$ cat config.mk
export PLATFORM = sky130hd
export DESIGN_NAME = switch_out_sched_flat
export DESIGN_NICKNAME = d
export VERILOG_FILES = /design/src/rtl/switch_out_sched_if.sv /design/src/rtl/switch_out_sched.sv /design/src/flat_wrapper.sv
export SDC_FILE = /design/constraint.sdc
export NUM_CORES = 1
export LEC_CHECK = 0
export ABC_AREA = 1
export BUFFER_PORTS_ARGS = -buffer_cell sky130_fd_sc_hd__buf_2
export CAP_MARGIN = 25
export CORE_AREA = 8 8 129 131
export DETAILED_ROUTE_END_ITERATION = 7
export DIE_AREA = 0 0 137 139
export MAX_ROUTING_LAYER = met4
export PLACE_DENSITY = 0.7
export REMOVE_ABC_BUFFERS = 1
export SYNTH_ARGS = -nofsm -noshare
export SYNTH_HDL_FRONTEND = slang
export SYNTH_SLANG_ARGS = --single-unit
$ cat constraint.sdc
create_clock -name clk -period 2.65 [get_ports clk]
set_clock_uncertainty 0.05 [all_clocks]
set_input_delay 0.265 -clock clk [delete_from_list [all_inputs] [get_ports clk]]
set_output_delay 0.265 -clock clk [all_outputs]
set_load 0.02 [all_outputs]
$ cat src/rtl/switch_out_sched_if.sv
// Bus bundle of the per-port frame scheduler: descriptor queues, cell buffer
// read port, output cell FIFO write port and status.
interface switch_out_sched_if #(
  parameter int NQ = 4,
  parameter int AW = 10
);
  logic [NQ-1:0]    q_empty;
  logic [NQ*16-1:0] q_desc;
  logic [NQ-1:0]    q_rd;
  logic             mem_rd;
  logic [AW-1:0]    mem_addr;
  logic [127:0]     mem_dout;
  logic             o_cell_data_fifo_wr;
  logic [127:0]     o_cell_data_fifo_din;
  logic             o_cell_data_first;
  logic             o_cell_data_last;
  logic             o_cell_data_fifo_bp;
  logic             sched_busy;
  logic [2:0]       sched_qsel;

  modport master (
    input  q_empty, q_desc, mem_dout, o_cell_data_fifo_bp,
    output q_rd, mem_rd, mem_addr, o_cell_data_fifo_wr, o_cell_data_fifo_din,
           o_cell_data_first, o_cell_data_last, sched_busy, sched_qsel
  );

  modport slave (
    output q_empty, q_desc, mem_dout, o_cell_data_fifo_bp,
    input  q_rd, mem_rd, mem_addr, o_cell_data_fifo_wr, o_cell_data_fifo_din,
           o_cell_data_first, o_cell_data_last, sched_busy, sched_qsel
  );
endinterface

$ cat src/rtl/switch_out_sched.sv
// Per-output-port frame scheduler: weighted round robin over NQ descriptor
// queues, streaming whole frames from the cell buffer into the output FIFO.
module switch_out_sched #(
  parameter int              NQ      = 4,
  parameter int              AW      = 10,
  parameter logic [4*NQ-1:0] WEIGHTS = 16'h1248
) (
  input  logic               clk,
  input  logic               rst,
  switch_out_sched_if.master bus
);
  localparam int QW = (NQ > 1) ? $clog2(NQ) : 1;
  localparam int CW = QW + 1;

  typedef enum logic [1:0] {
    IDLE = 2'd0,
    ARB  = 2'd1,
    XFER = 2'd2
  } state_t;

  state_t        state_r, state_n_s;
  logic [3:0]    credit_r   [NQ];
  logic [3:0]    credit_n_s [NQ];
  logic [QW-1:0] rr_ptr_r, rr_ptr_n_s;
  logic [AW-1:0] addr_r, addr_n_s;
  logic [6:0]    remain_r, remain_n_s;
  logic          is_first_r, is_first_n_s;
  logic [2:0]    qsel_r, qsel_n_s;
  logic          wr_r, first_r, last_r;

  logic [NQ-1:0] eligible_s;
  logic          any_pending_s;
  logic          grant_found_s;
  logic [QW-1:0] grant_idx_s;
  logic [QW-1:0] grant_next_s;
  logic [CW-1:0] cand_s;
  logic [15:0]   grant_desc_s;
  logic [NQ-1:0] q_rd_s;
  logic          mem_rd_s;
  logic          is_last_s;

  // A programmed weight of 0 would starve the queue, so it counts as 1
  function automatic logic [3:0] weight_of(input int idx);
    logic [3:0] w;
    w = WEIGHTS[4*idx +: 4];
    return (w == 4'd0) ? 4'd1 : w;
  endfunction

  // Eligibility and round-robin search; descending scan so the lowest offset from rr_ptr wins
  always_comb begin
    eligible_s  = '0;
    grant_idx_s = '0;
    cand_s      = '0;
    for (int i = 0; i < NQ; i++) begin
      eligible_s[i] = !bus.q_empty[i] && (credit_r[i] != 4'd0);
    end
    for (int off = NQ - 1; off >= 0; off--) begin
      cand_s = {1'b0, rr_ptr_r} + CW'(off);
      cand_s = (cand_s >= CW'(NQ)) ? (cand_s - CW'(NQ)) : cand_s;
      if (eligible_s[cand_s[QW-1:0]]) begin
        grant_idx_s = cand_s[QW-1:0];
      end else begin
        grant_idx_s = grant_idx_s;
      end
    end
    grant_found_s = |eligible_s;
    any_pending_s = |(~bus.q_empty);
    grant_desc_s  = bus.q_desc[16*grant_idx_s +: 16];
    grant_next_s  = (grant_idx_s == QW'(NQ - 1)) ? '0 : (grant_idx_s + QW'(1));
    is_last_s     = (remain_r == 7'd1);
  end

  // Next-state logic and strobes of the IDLE/ARB/XFER controller
  always_comb begin
    state_n_s    = state_r;
    credit_n_s   = credit_r;
    rr_ptr_n_s   = rr_ptr_r;
    addr_n_s     = addr_r;
    remain_n_s   = remain_r;
    is_first_n_s = is_first_r;
    qsel_n_s     = qsel_r;
    q_rd_s       = '0;
    mem_rd_s     = 1'b0;
    case (state_r)
      IDLE: begin
        if (any_pending_s && !bus.o_cell_data_fifo_bp) begin
          state_n_s = ARB;
        end else begin
          state_n_s = IDLE;
        end
      end
      ARB: begin
        if (grant_found_s) begin
          q_rd_s[grant_idx_s]     = 1'b1;
          addr_n_s                = AW'(grant_desc_s[9:0]);
          remain_n_s              = (grant_desc_s[15:10] == 6'd0) ? 7'd64 : {1'b0, grant_desc_s[15:10]};
          is_first_n_s            = 1'b1;
          qsel_n_s                = 3'(grant_idx_s);
          credit_n_s[grant_idx_s] = credit_r[grant_idx_s] - 4'd1;
          // Stay on the queue while it still has credit, else move past it
          if (credit_r[grant_idx_s] == 4'd1) begin
            rr_ptr_n_s = grant_next_s;
          end else begin
            rr_ptr_n_s = grant_idx_s;
          end
          state_n_s = XFER;
        end else if (any_pending_s) begin
          for (int i = 0; i < NQ; i++) begin
            credit_n_s[i] = weight_of(i);
          end
          state_n_s = ARB;
        end else begin
          state_n_s = IDLE;
        end
      end
      XFER: begin
        if (!bus.o_cell_data_fifo_bp) begin
          mem_rd_s     = 1'b1;
          addr_n_s     = addr_r + AW'(1);
          remain_n_s   = remain_r - 7'd1;
          is_first_n_s = 1'b0;
          if (is_last_s) begin
            state_n_s = IDLE;
          end else begin
            state_n_s = XFER;
          end
        end else begin
          mem_rd_s  = 1'b0;
          state_n_s = XFER;
        end
      end
      default: begin
        state_n_s = IDLE;
      end
    endcase
  end

  // Controller state, credits, round-robin pointer and latched descriptor
  always_ff @(posedge clk or posedge rst) begin
    if (rst) begin
      state_r    <= IDLE;
      rr_ptr_r   <= '0;
      addr_r     <= '0;
      remain_r   <= 7'd0;
      is_first_r <= 1'b0;
      qsel_r     <= 3'd0;
      for (int i = 0; i < NQ; i++) begin
        credit_r[i] <= weight_of(i);
      end
    end else begin
      state_r    <= state_n_s;
      rr_ptr_r   <= rr_ptr_n_s;
      addr_r     <= addr_n_s;
      remain_r   <= remain_n_s;
      is_first_r <= is_first_n_s;
      qsel_r     <= qsel_n_s;
      for (int i = 0; i < NQ; i++) begin
        credit_r[i] <= credit_n_s[i];
      end
    end
  end

  // Output stage aligned with the one-cycle cell buffer read latency
  always_ff @(posedge clk or posedge rst) begin
    if (rst) begin
      wr_r    <= 1'b0;
      first_r <= 1'b0;
      last_r  <= 1'b0;
    end else begin
      wr_r    <= mem_rd_s;
      first_r <= mem_rd_s & is_first_r;
      last_r  <= mem_rd_s & is_last_s;
    end
  end

  assign bus.q_rd                 = q_rd_s;
  assign bus.mem_rd               = mem_rd_s;
  assign bus.mem_addr             = addr_r;
  assign bus.o_cell_data_fifo_wr  = wr_r;
  assign bus.o_cell_data_fifo_din = bus.mem_dout;
  assign bus.o_cell_data_first    = first_r;
  assign bus.o_cell_data_last     = last_r;
  assign bus.sched_busy           = (state_r != IDLE);
  assign bus.sched_qsel           = qsel_r;
endmodule

$ cat src/flat_wrapper.sv
// flat-port wrapper written by rule: the top's interface ports become plain ports
module switch_out_sched_flat 
#(
  parameter int              NQ      = 4,
  parameter int              AW      = 10,
  parameter logic [4*NQ-1:0] WEIGHTS = 16'h1248
)
  (clk, rst, bus_q_empty, bus_q_desc, bus_mem_dout, bus_o_cell_data_fifo_bp, bus_q_rd, bus_mem_rd, bus_mem_addr, bus_o_cell_data_fifo_wr, bus_o_cell_data_fifo_din, bus_o_cell_data_first, bus_o_cell_data_last, bus_sched_busy, bus_sched_qsel);
  switch_out_sched_if #(.NQ(NQ), .AW(AW)) bus_i ();
  input  logic clk;
  input  logic rst;
  input wire logic [$bits(bus_i.q_empty)-1:0] bus_q_empty;
  input wire logic [$bits(bus_i.q_desc)-1:0] bus_q_desc;
  input wire logic [$bits(bus_i.mem_dout)-1:0] bus_mem_dout;
  input wire logic [$bits(bus_i.o_cell_data_fifo_bp)-1:0] bus_o_cell_data_fifo_bp;
  output wire logic [$bits(bus_i.q_rd)-1:0] bus_q_rd;
  output wire logic [$bits(bus_i.mem_rd)-1:0] bus_mem_rd;
  output wire logic [$bits(bus_i.mem_addr)-1:0] bus_mem_addr;
  output wire logic [$bits(bus_i.o_cell_data_fifo_wr)-1:0] bus_o_cell_data_fifo_wr;
  output wire logic [$bits(bus_i.o_cell_data_fifo_din)-1:0] bus_o_cell_data_fifo_din;
  output wire logic [$bits(bus_i.o_cell_data_first)-1:0] bus_o_cell_data_first;
  output wire logic [$bits(bus_i.o_cell_data_last)-1:0] bus_o_cell_data_last;
  output wire logic [$bits(bus_i.sched_busy)-1:0] bus_sched_busy;
  output wire logic [$bits(bus_i.sched_qsel)-1:0] bus_sched_qsel;
  assign bus_i.q_empty = bus_q_empty;
  assign bus_i.q_desc = bus_q_desc;
  assign bus_i.mem_dout = bus_mem_dout;
  assign bus_i.o_cell_data_fifo_bp = bus_o_cell_data_fifo_bp;
  assign bus_q_rd = bus_i.q_rd;
  assign bus_mem_rd = bus_i.mem_rd;
  assign bus_mem_addr = bus_i.mem_addr;
  assign bus_o_cell_data_fifo_wr = bus_i.o_cell_data_fifo_wr;
  assign bus_o_cell_data_fifo_din = bus_i.o_cell_data_fifo_din;
  assign bus_o_cell_data_first = bus_i.o_cell_data_first;
  assign bus_o_cell_data_last = bus_i.o_cell_data_last;
  assign bus_sched_busy = bus_i.sched_busy;
  assign bus_sched_qsel = bus_i.sched_qsel;
  switch_out_sched #(.NQ(NQ), .AW(AW), .WEIGHTS(WEIGHTS)) u_core (.clk(clk), .rst(rst), .bus(bus_i));
endmodule
==> flow_summary.toml, run 1 <==
[floorplan]
placementRows = 45
die_y_microns = 139
die_area_sq_um = 19000
die_w_microns = 137
io_pins = 349
coreArea_sq_um = 14800
initial_core_util = 0.290

[worst_setup_path]
critPathArrivalTime_ns = 2.24
r2r_end = "u_core.rr_ptr_r[1]$_DFFE_PP0P_"
crit_path_max_fanout = 7
r2r_start = "u_core.credit_r[10]$_DFFE_PP1P_"
path_class = "flop to output pin"
end_kind = "output pin"
required_ns = 2.34
r2r_setup_slack_ns = 0.12
worstSetupStartpointType = "flop"
worstRegToRegCells = 18

[synthesis]
ys.warnings.count = 0
yosysMostFrequentCell = "buf_4"
ys_ff_latch = 43
synth_area_leader_cell = "buf_4"
yosysSeqAreaShare = 0.253
netlist_instances = 619
async_flop_share = 1.00
yosys-top-cells-count = "buf_4 (132), nand2_1 (95), inv_1 (64), nor2_1 (63), nand3_1 (51)"
synth_edf_count = 0
synth_cell_types = 40
synth_area_sq_um = 4280
synth.area.top_cells = "buf_4 (23%), dfrtp_1 (23%), nand2_1 (8.3%)"
synth.avg_cell_area_sq_um = 6.91
yosysTopAreaCellShare = 0.232
synthFlopType = "dfrtp_1"

[clocking]
htree_levels = 2
cts.reportedPaths.clkPinSlew_ns = 0.06
numClockSinks = 43
clock_tree.root_cell = "clkbuf_16"
clk_path_buf_depth = 2
cts_tree = "yes"
cts_inserted_buffers = 5
clkLatencyLatePin_ns = 0.29

[sta]
slew_violations = 0
relSlewSlack = 0.653
clock.fmax_mhz = 391
setup_viol_count_final = 0
worst_pin_slew_ns = 0.517
tns_ns = 0
post-route-min-period_ns = 2.56
rsz0062_at_grt = "yes"
finalHoldViolations = 0
period_share = 0.964

[place]
dp_cells = 772
gp_congestion = 1.08
port-buffer-count = 91
dpl.hpwl_mm = 27.9

[route]
wire_per_inst_microns = 39.0
final_antenna_net_count = 0
routed_wl_mm = 30.9
dr.pass1.iters = 7
drc = 0
vias = 4124
drtIter0Drc = 336
via_per_inst = 5.20

[outcome]
status = "completed"

[pwr]
power.density_nw_per_um2 = 1720
ir_drop_uv = 995
p_leak_nw = 2.23

[cells_and_area]
synthToLayoutAreaGrowth_pct = 4.15
drive_gt1_frac = 0.296
final_cells = 793
nNetsFinal = 812
diodes = 0

[worst_hold_path]
hold_path_end = "u_core.bus.o_cell_data_first$_DFF_PP0_"
min_path_cells = 2
hp-start = "bus_o_cell_data_fifo_bp"
hp-class = "input port to flop"

[grt]
grtUsageTotal = 0.320
grt_overflow = 0
antenna_found_initial = 0
grt_pass1_vias = 3904
grt_pass1_wl_mm = 38.4
grt_max_degree = 27

[job]
cap_violations = 0
[where the power goes]
| part | total [W] | switching, W | leakage, nW | internal, W |
|---|---|---|---|---|
| sequential | 0.00121 | 0.000246 | 0.525 | 0.000963 |
| combinational | 0.00581 | 0.00361 | 1.63 | 0.00220 |
| clock | 0.000664 | 0.000262 | 0.0772 | 0.000402 |
| total | 0.00768 | 0.00412 | 2.23 | 0.00356 |
[metal layers]
metal / global-route usage / part of all wire / up-vias
met5: - / 0 / -
met4: 0.0887 / 0.030 / 0
met3: 0.366 / 0.26 / 35
met2: 0.516 / 0.48 / 419
met1: 0.215 / 0.23 / 1840
li1: - / - / 1830
[layout make-up]
| type | count | area [sq um] |
|---|---|---|
| multi-input combinational | 359 | 1920 |
| clock buffer | 8 | 156 |
| timing repair buffer | 127 | 803 |
| sequential | 43 | 1080 |
| inverter | 68 | 260 |
| fill | 1636 | 10300 |
| tap | 188 | 235 |
[registers in the layout (all words and copies together), names as in the netlist]
| register | count |
|---|---|
| u_core.credit_r | 16 |
| u_core.bus.mem_addr | 10 |
| u_core.rr_ptr_r | 2 |
| u_core.bus.o_cell_data_last | 1 |
| u_core.is_first_r | 1 |
| u_core.bus.sched_qsel | 2 |
| u_core.bus.o_cell_data_first | 1 |
| u_core.remain_r | 7 |
| u_core.state_r | 2 |
| u_core.bus.o_cell_data_fifo_wr | 1 |
[worst max-delay path by stage]
stage,slack (ns),cells past startpoint,from,endpoint
after floorplan,-0.31,16,u_core.credit_r[0]$_DFFE_PP1P_,u_core.credit_r[0]$_DFFE_PP1P_
after global placement,0.20,16,u_core.credit_r[5]$_DFFE_PP1P_,u_core.credit_r[1]$_DFFE_PP0P_
after detailed placement,0.11,16,u_core.credit_r[0]$_DFFE_PP1P_,u_core.credit_r[13]$_DFFE_PP0P_
after CTS,0.01,15,u_core.credit_r[0]$_DFFE_PP1P_,bus_q_rd[0]
after global routing,-0.02,15,u_core.credit_r[10]$_DFFE_PP1P_,bus_q_rd[0]
final,0.09,12,u_core.credit_r[13]$_DFFE_PP0P_,bus_q_rd[1]
[repair_timing]
item / 4_1_cts / 5_1_grt
endpoints found under the setup margin: 3 / 22
hold buffers: 0 / 1
gates cloned: 0 / 1
endpoints found under the hold margin: 0 / 8
buffers inserted: 4 / 6
gates resized for setup: 12 / 25
pin swaps: 1 / 9
[stage by stage]
| step | util | hold WS [ns] | instance area [sq um] | worst slack [ns] | total power (W) |
|---|---|---|---|---|---|
| global placement | 0.274 | 0.361 | 4050 | 0.199 | 0.00613 |
| floorplan | - | 0.286 | 3180 | -0.309 | 0.00450 |
| detailed placement | 0.274 | 0.360 | 4050 | 0.109 | 0.00620 |
| global route | 0.302 | 0.183 | 4460 | -0.0243 | 0.00838 |
| CTS | 0.289 | 0.0520 | 4270 | 0.0116 | 0.00711 |
| finish | 0.302 | 0.183 | 4460 | 0.0941 | 0.00768 |
[layout by cell type, fill, tap and decap left out, types with 3 or more instances in the layout]
cell type	Yosys	layout
a21oi_1	24	24
a22oi_2	4	4
a31oi_1	3	3
buf_2	8	87
buf_4	132	32
buf_6	4	4
clkbuf_16	0	6
dfrtp_1	39	39
dfstp_2	4	4
ha_1	9	7
inv_1	64	60
inv_2	2	5
nand2_1	95	89
nand2_2	5	10
nand3_1	51	49
nand3_2	6	8
nand3b_1	9	9
nand4_1	5	5
nor2_1	63	59
nor2_2	1	3
nor3_1	3	3
o211ai_1	3	3
o21ai_0	40	38
o21ai_1	8	10
o22ai_1	12	12
[critical path: stages, from the launching register on]
cell     delay, ns
dfrtp_1       0.42
nor2_1        0.17
nand2_2       0.10
nand3_1       0.08
nand2_1       0.09
a21oi_2       0.15
nand3_1       0.11
nand3_2       0.14
buf_6         0.16
ha_1          0.16
inv_2         0.06
nor2_4        0.13
buf_4         0.16
[logic make-up (layout without fill, tap and decap cells)]
family	count (synthesis)	in the layout	synth area share
simple gates	246	246	0.262
buf+inv	217	203	0.316
compound gates	98	98	0.131
flops	43	43	0.253
fa+ha+maj	9	9	0.0263
xor+xnor	5	5	0.0120
other cells	1	1	0.000876
Note: power is estimated with default switching activity, not from simulation.
==> run 2, diff against run 1 <==
--- a/config.mk
+++ b/config.mk
@@ -6,13 +6,14 @@
 export NUM_CORES = 1
 export LEC_CHECK = 0
 export ABC_AREA = 1
+export ABC_CLOCK_PERIOD_IN_PS = 2650
 export BUFFER_PORTS_ARGS = -buffer_cell sky130_fd_sc_hd__buf_2
 export CAP_MARGIN = 25
-export CORE_AREA = 8 8 129 131
+export CORE_AREA = 3 3 135 137
 export DETAILED_ROUTE_END_ITERATION = 7
-export DIE_AREA = 0 0 137 139
+export DIE_AREA = 0 0 138 140
 export MAX_ROUTING_LAYER = met4
-export PLACE_DENSITY = 0.7
+export PLACE_DENSITY = 0.61
 export REMOVE_ABC_BUFFERS = 1
 export SYNTH_ARGS = -nofsm -noshare
 export SYNTH_HDL_FRONTEND = slang
==> run 2 against run 1 <==
Register-to-register slack hardly changed. Global-route usage fell by 0.59 points. Combinational power about the same. Flip-flop and latch count unchanged. Maximum frequency rose by 0.60%. Non-clock buffer count increased by 1. Count of clock-buffer cells in the layout is 1 lower. Largest cell class unchanged.
==> flow_summary.toml, run 2 (synthesized netlist as in run 1, its figures left out) <==
[outcome]
status = "completed"

[cells_and_area]
drive_gt1_frac = 0.312
nNetsFinal = 813
synthToLayoutAreaGrowth_pct = 5.50
diodes = 0
largest_register = "u_core.credit_r"
final_common_cell = "buf_2"
layout_common_cells = "buf_2 (87), nand2_1 (85), inv_1 (60)"
largest_register_ffs = 16
fill_cells = 1976
design_area_sq_um = 4520

[worst_setup_path]
required_ns = 2.34
r2r_start = "u_core.credit_r[10]$_DFFE_PP1P_"
crit_path_start = "u_core.credit_r[10]$_DFFE_PP1P_"
path_class = "flop to output pin"
crit_slowest_cell = "dfstp_2"
worstSetupStartpointType = "flop"
end_kind = "output pin"
critPathArrivalTime_ns = 2.23
cp_slowest_stage_delay_ns = 0.53
cp_cell_sequence = "nor2_1 > nand2_1 > nand3_2 > nand2_2 > nand2_2 > nand3b_1 > nand3_1 > nand3_4 > buf_6 > ha_1 > inv_1 > nor2_2 > buf_6"
crit_path_max_fanout = 12

[sta]
clock.fmax_mhz = 394
relSlewSlack = 0.592
rsz0062_at_grt = "yes"
post-route-min-period_ns = 2.54
period_share = 0.959
finalHoldViolations = 0
slew_violations = 0
setup_viol_count_final = 0
worst_pin_slew_ns = 0.612

[floorplan]
initial_core_util = 0.249
coreArea_sq_um = 17200
io_pins = 349
die_area_sq_um = 19300
placementRows = 48
die_w_microns = 138
die_y_microns = 140

[pwr]
ir_drop_uv = 801
p_comb_frac = 0.751
switching_share = 0.536
pwr-share-clk = 0.091
p_leak_nw = 2.23
finalPower_w = 0.00772
p_int_w = 0.00358
p_sw_w = 0.00414
power.density_nw_per_um2 = 1710
pwr-share-seq = 0.157

[place]
port-buffer-count = 91
gp_congestion = 1.07
dpl.hpwl_mm = 27.8
placed_cell_area_sq_um = 4120

[grt]
grt_overflow = 0
grt_pass1_wl_mm = 39.0
grt_max_degree = 44
antenna_found_initial = 0
grtUsageTotal = 0.314
grt_pass1_vias = 3762

[worst_hold_path]
hp-class = "input port to async pin"

[clocking]
cts_inserted_buffers = 5
numClockSinks = 43
cts.reportedPaths.clkPinSlew_ns = 0.06
htree_levels = 2
clk_path_buf_depth = 2
clock_tree.root_cell = "clkbuf_16"
hold_buffers = 0
clkLatencyLatePin_ns = 0.29
cts_tree = "yes"

[route]
drc = 0
vias = 4098
routed_wl_mm = 30.9
dr.pass1.iters = 5
via_per_inst = 4.93
drtIter0Drc = 275
wire_per_inst_microns = 37.1
final_antenna_net_count = 0

[job]
cap_violations = 0
==> run 2: cell type report <==
class | instances | area [sq um] | area share
repair buffers | 128 | 782 | 0.173
flip-flops and latches | 43 | 1080 | 0.240
inverters | 68 | 263 | 0.0582
multi-input cells | 359 | 1940 | 0.431
well taps | 225 | 282 | 0.0623
clock buffers | 7 | 133 | 0.0294
clock inverters | 1 | 30.0 | 0.00665
==> run 2: critical path, delay by kind of cell (launching register included) <==
kind | cells | cell delay (ns)
simple gates | 9 | 0.88
flops | 1 | 0.53
buf+inv | 3 | 0.37
fa+ha+maj | 1 | 0.15
==> run 2: worst paths after layout <==
path	cells past startpoint	slack, ns	endpoint
max in group asynchronous	3	2.03	u_core.rr_ptr_r[0]$_DFFE_PP0P_
hold reg to reg	2	0.44	u_core.bus.sched_qsel[1]$_DFFE_PP0P_
min in group clk	2	0.22	u_core.bus.o_cell_data_first$_DFF_PP0_
setup reg to reg	18	0.13	u_core.credit_r[1]$_DFFE_PP0P_
hold / removal	3	0.07	u_core.bus.o_cell_data_fifo_wr$_DFF_PP0_
setup / recovery	13	0.11	bus_q_rd[0]
==> run 2: stage by stage <==
step | hold WS [ns] | setup WS, ns | std cells | TNS, ns | util
after floorplan | 0.286 | -0.309 | 470 | -4.62 | -
after global placement | 0.403 | 0.104 | 812 | 0 | 0.240
after detailed placement | 0.404 | 0.0847 | 812 | 0 | 0.240
after CTS | 0.103 | 0.00316 | 824 | 0 | 0.252
after global routing | 0.125 | -0.0137 | 831 | -0.0381 | 0.263
final | 0.0725 | 0.109 | 831 | 0 | 0.263
==> run 2: layer usage <==
| layer | vias to the layer above | routed length, microns | GRT usage | part of all wire |
|---|---|---|---|---|
| li1 | 1831 | - | - | - |
| met1 | 1792 | 7250 | 0.215 | 0.24 |
| met2 | 435 | 14800 | 0.518 | 0.48 |
| met3 | 40 | 8320 | 0.382 | 0.27 |
| met4 | 0 | 488 | 0.0426 | 0.016 |
| met5 | - | 0 | - | 0 |
==> run 2: power by group through the flow <==
stage	logic (W)	registers [W]	clock network, W
after floorplan	0.00323	0.00127	0
after global placement	0.00508	0.00120	0
after detailed placement	0.00511	0.00121	0
after CTS	0.00530	0.00120	0.000713
after global routing	0.00636	0.00124	0.000739
final	0.00580	0.00121	0.000704
==> run 2: timing repair <==
action | in CTS | in global routing
hold endpoints to repair | 0 | 0
pin swaps | 3 | 11
setup endpoints to repair | 4 | 21
gates resized for setup | 10 | 40
setup buffers | 4 | 8
==> run 3, diff against run 2 <==
--- a/config.mk
+++ b/config.mk
@@ -14,7 +14,6 @@
 export DIE_AREA = 0 0 138 140
 export MAX_ROUTING_LAYER = met4
 export PLACE_DENSITY = 0.61
-export REMOVE_ABC_BUFFERS = 1
 export SYNTH_ARGS = -nofsm -noshare
 export SYNTH_HDL_FRONTEND = slang
 export SYNTH_SLANG_ARGS = --single-unit
==> run 3 against run 2 <==
Critical path depth increased by 2. Final area rose by 1.8%. Register-to-register slack gained 0.05 ns. Count of clock-buffer cells in the layout unchanged. Die area unchanged. First-iteration DRC count down 20%. Sequential power about the same. Critical endpoint unchanged. Largest power group unchanged.
==> flow_summary.toml, run 3 (synthesized netlist as in run 1, its figures left out) <==
[floorplan]
initial_core_util = 0.249
io_pins = 349
die_y_microns = 140
coreArea_sq_um = 17200
placementRows = 48
die_area_sq_um = 19300
die_w_microns = 138

[cells_and_area]
synthToLayoutAreaGrowth_pct = 7.40
largest_register_ffs = 16
diodes = 0
nNetsFinal = 825
fill_cells = 1940
final_cells = 843
largest_register = "u_core.credit_r"
layout_common_cells = "buf_2 (87), nand2_1 (84), inv_1 (59)"
final_common_cell = "buf_2"
drive_gt1_frac = 0.330

[place]
dp_cells = 818
dpl.hpwl_mm = 9.93
gp_congestion = 0.921
port-buffer-count = 91

[route]
via_per_inst = 4.57
drc = 0
vias = 3855
wl_met3_microns = 977
wire_per_inst_microns = 14.8
wirelength_met1_mm = 5.12
final_antenna_net_count = 0
routed_wl_mm = 12.5
drtIter0Drc = 220
highest_layer = "met4"
dr.pass1.iters = 6
wl_met2_mm = 5.84

[clocking]
cts_tree = "yes"
hold_buffers = 0
cts_inserted_buffers = 5
clock_tree.root_cell = "clkbuf_16"
numClockSinks = 43
cts.reportedPaths.clkPinSlew_ns = 0.06
clk_path_buf_depth = 2
htree_levels = 2
clkLatencyLatePin_ns = 0.29

[sta]
clock.fmax_mhz = 393
worst_pin_slew_ns = 0.583
post-route-min-period_ns = 2.54
finalHoldViolations = 0
slew_violations = 0
relSlewSlack = 0.611
period_share = 0.959
tns_ns = 0
setup_viol_count_final = 0

[worst_setup_path]
worstRegToRegCells = 18
worstSetupStartpointType = "flop"
end_kind = "output pin"
required_ns = 2.34
r2r_setup_slack_ns = 0.18
r2r_end = "u_core.credit_r[1]$_DFFE_PP0P_"
critPathArrivalTime_ns = 2.23
crit_path_start = "u_core.credit_r[15]$_DFFE_PP1P_"
r2r_start = "u_core.credit_r[15]$_DFFE_PP1P_"
path_class = "flop to output pin"
crit_path_max_fanout = 5

[job]
cap_violations = 0

[outcome]
status = "completed"

[pwr]
finalPower_w = 0.00769
ir_drop_uv = 567
power.density_nw_per_um2 = 1670
p_leak_nw = 2.29

[grt]
grt_overflow = 0
grtUsageTotal = 0.126
antenna_found_initial = 0
grt_pass1_vias = 3619
grt_pass1_wl_mm = 19.3
grt_max_degree = 44

[worst_hold_path]
hp-class = "input port to async pin"

[synthesis]
syn_nets = 827
==> run 3: per-layer routing <==
layer  up-vias  GRT usage
met5         -          -
met4         0     0.0655
met3        73     0.0270
met2       177      0.201
met1      1750      0.151
li1       1855          -
==> run 3: metrics by stage <==
step	hold WS, ns	util	setup slack (ns)	area [sq um]
after detailed placement	0.406	0.242	0.0322	4160
after floorplan	0.286	-	0.196	4280
final	0.0700	0.268	0.109	4600
after global placement	0.406	0.242	0.0787	4160
after global routing	0.133	0.268	-0.0369	4600
after CTS	0.0997	0.257	0.00211	4420
==> run 3: worst max path at each step <==
stage / end / slack (ns) / cells past startpoint
final: bus_q_rd[0] / 0.11 / 15
after floorplan: u_core.credit_r[4]$_DFFE_PP0P_ / 0.20 / 17
after CTS: bus_q_rd[0] / 0.002 / 15
after detailed placement: u_core.credit_r[9]$_DFFE_PP0P_ / 0.03 / 14
after global placement: u_core.credit_r[8]$_DFFE_PP0P_ / 0.08 / 15
after global routing: bus_q_rd[0] / -0.04 / 15
==> run 3: power by group <==
group	internal, W	total (W)	leakage [nW]	switching (W)
Clock	0.000349	0.000606	0.0679	0.000258
Sequential	0.000964	0.00120	0.524	0.000240
Combinational	0.00230	0.00588	1.70	0.00358
Total	0.00361	0.00769	2.29	0.00408
==> run 3: layout make-up <==
class                           instances  area [sq um]  share of cell area
Inverter                               68           260              0.0566
Timing Repair Buffer                  140           863               0.188
Clock inverter                          1          5.00             0.00109
Clock buffer                            7           133              0.0289
Sequential cell                        43          1080               0.235
Tap cell                              225           282              0.0612
Multi-Input combinational cell        359          1970               0.429
==> run 3: what timing repair did <==
item | in CTS | in global routing
gates cloned | 0 | 0
setup endpoints to repair | 4 | 27
setup buffers | 6 | 11
gates resized for setup | 24 | 31
endpoints found under the hold margin | 0 | 0
pin swaps | 6 | 11
==> run 3: worst max-delay path: stages, from the launching register on <==
cell     delay [ns]
dfstp_2        0.55
nor2_1         0.06
nand2_2        0.10
nand3_2        0.07
nand2_2        0.09
nand2_2        0.06
nand2_1        0.08
nand2_2        0.08
nand2_2        0.09
nand2_4        0.06
nand2_4        0.10
buf_8          0.11
ha_2           0.17
inv_2          0.06
nor2_4         0.13
buf_6          0.13
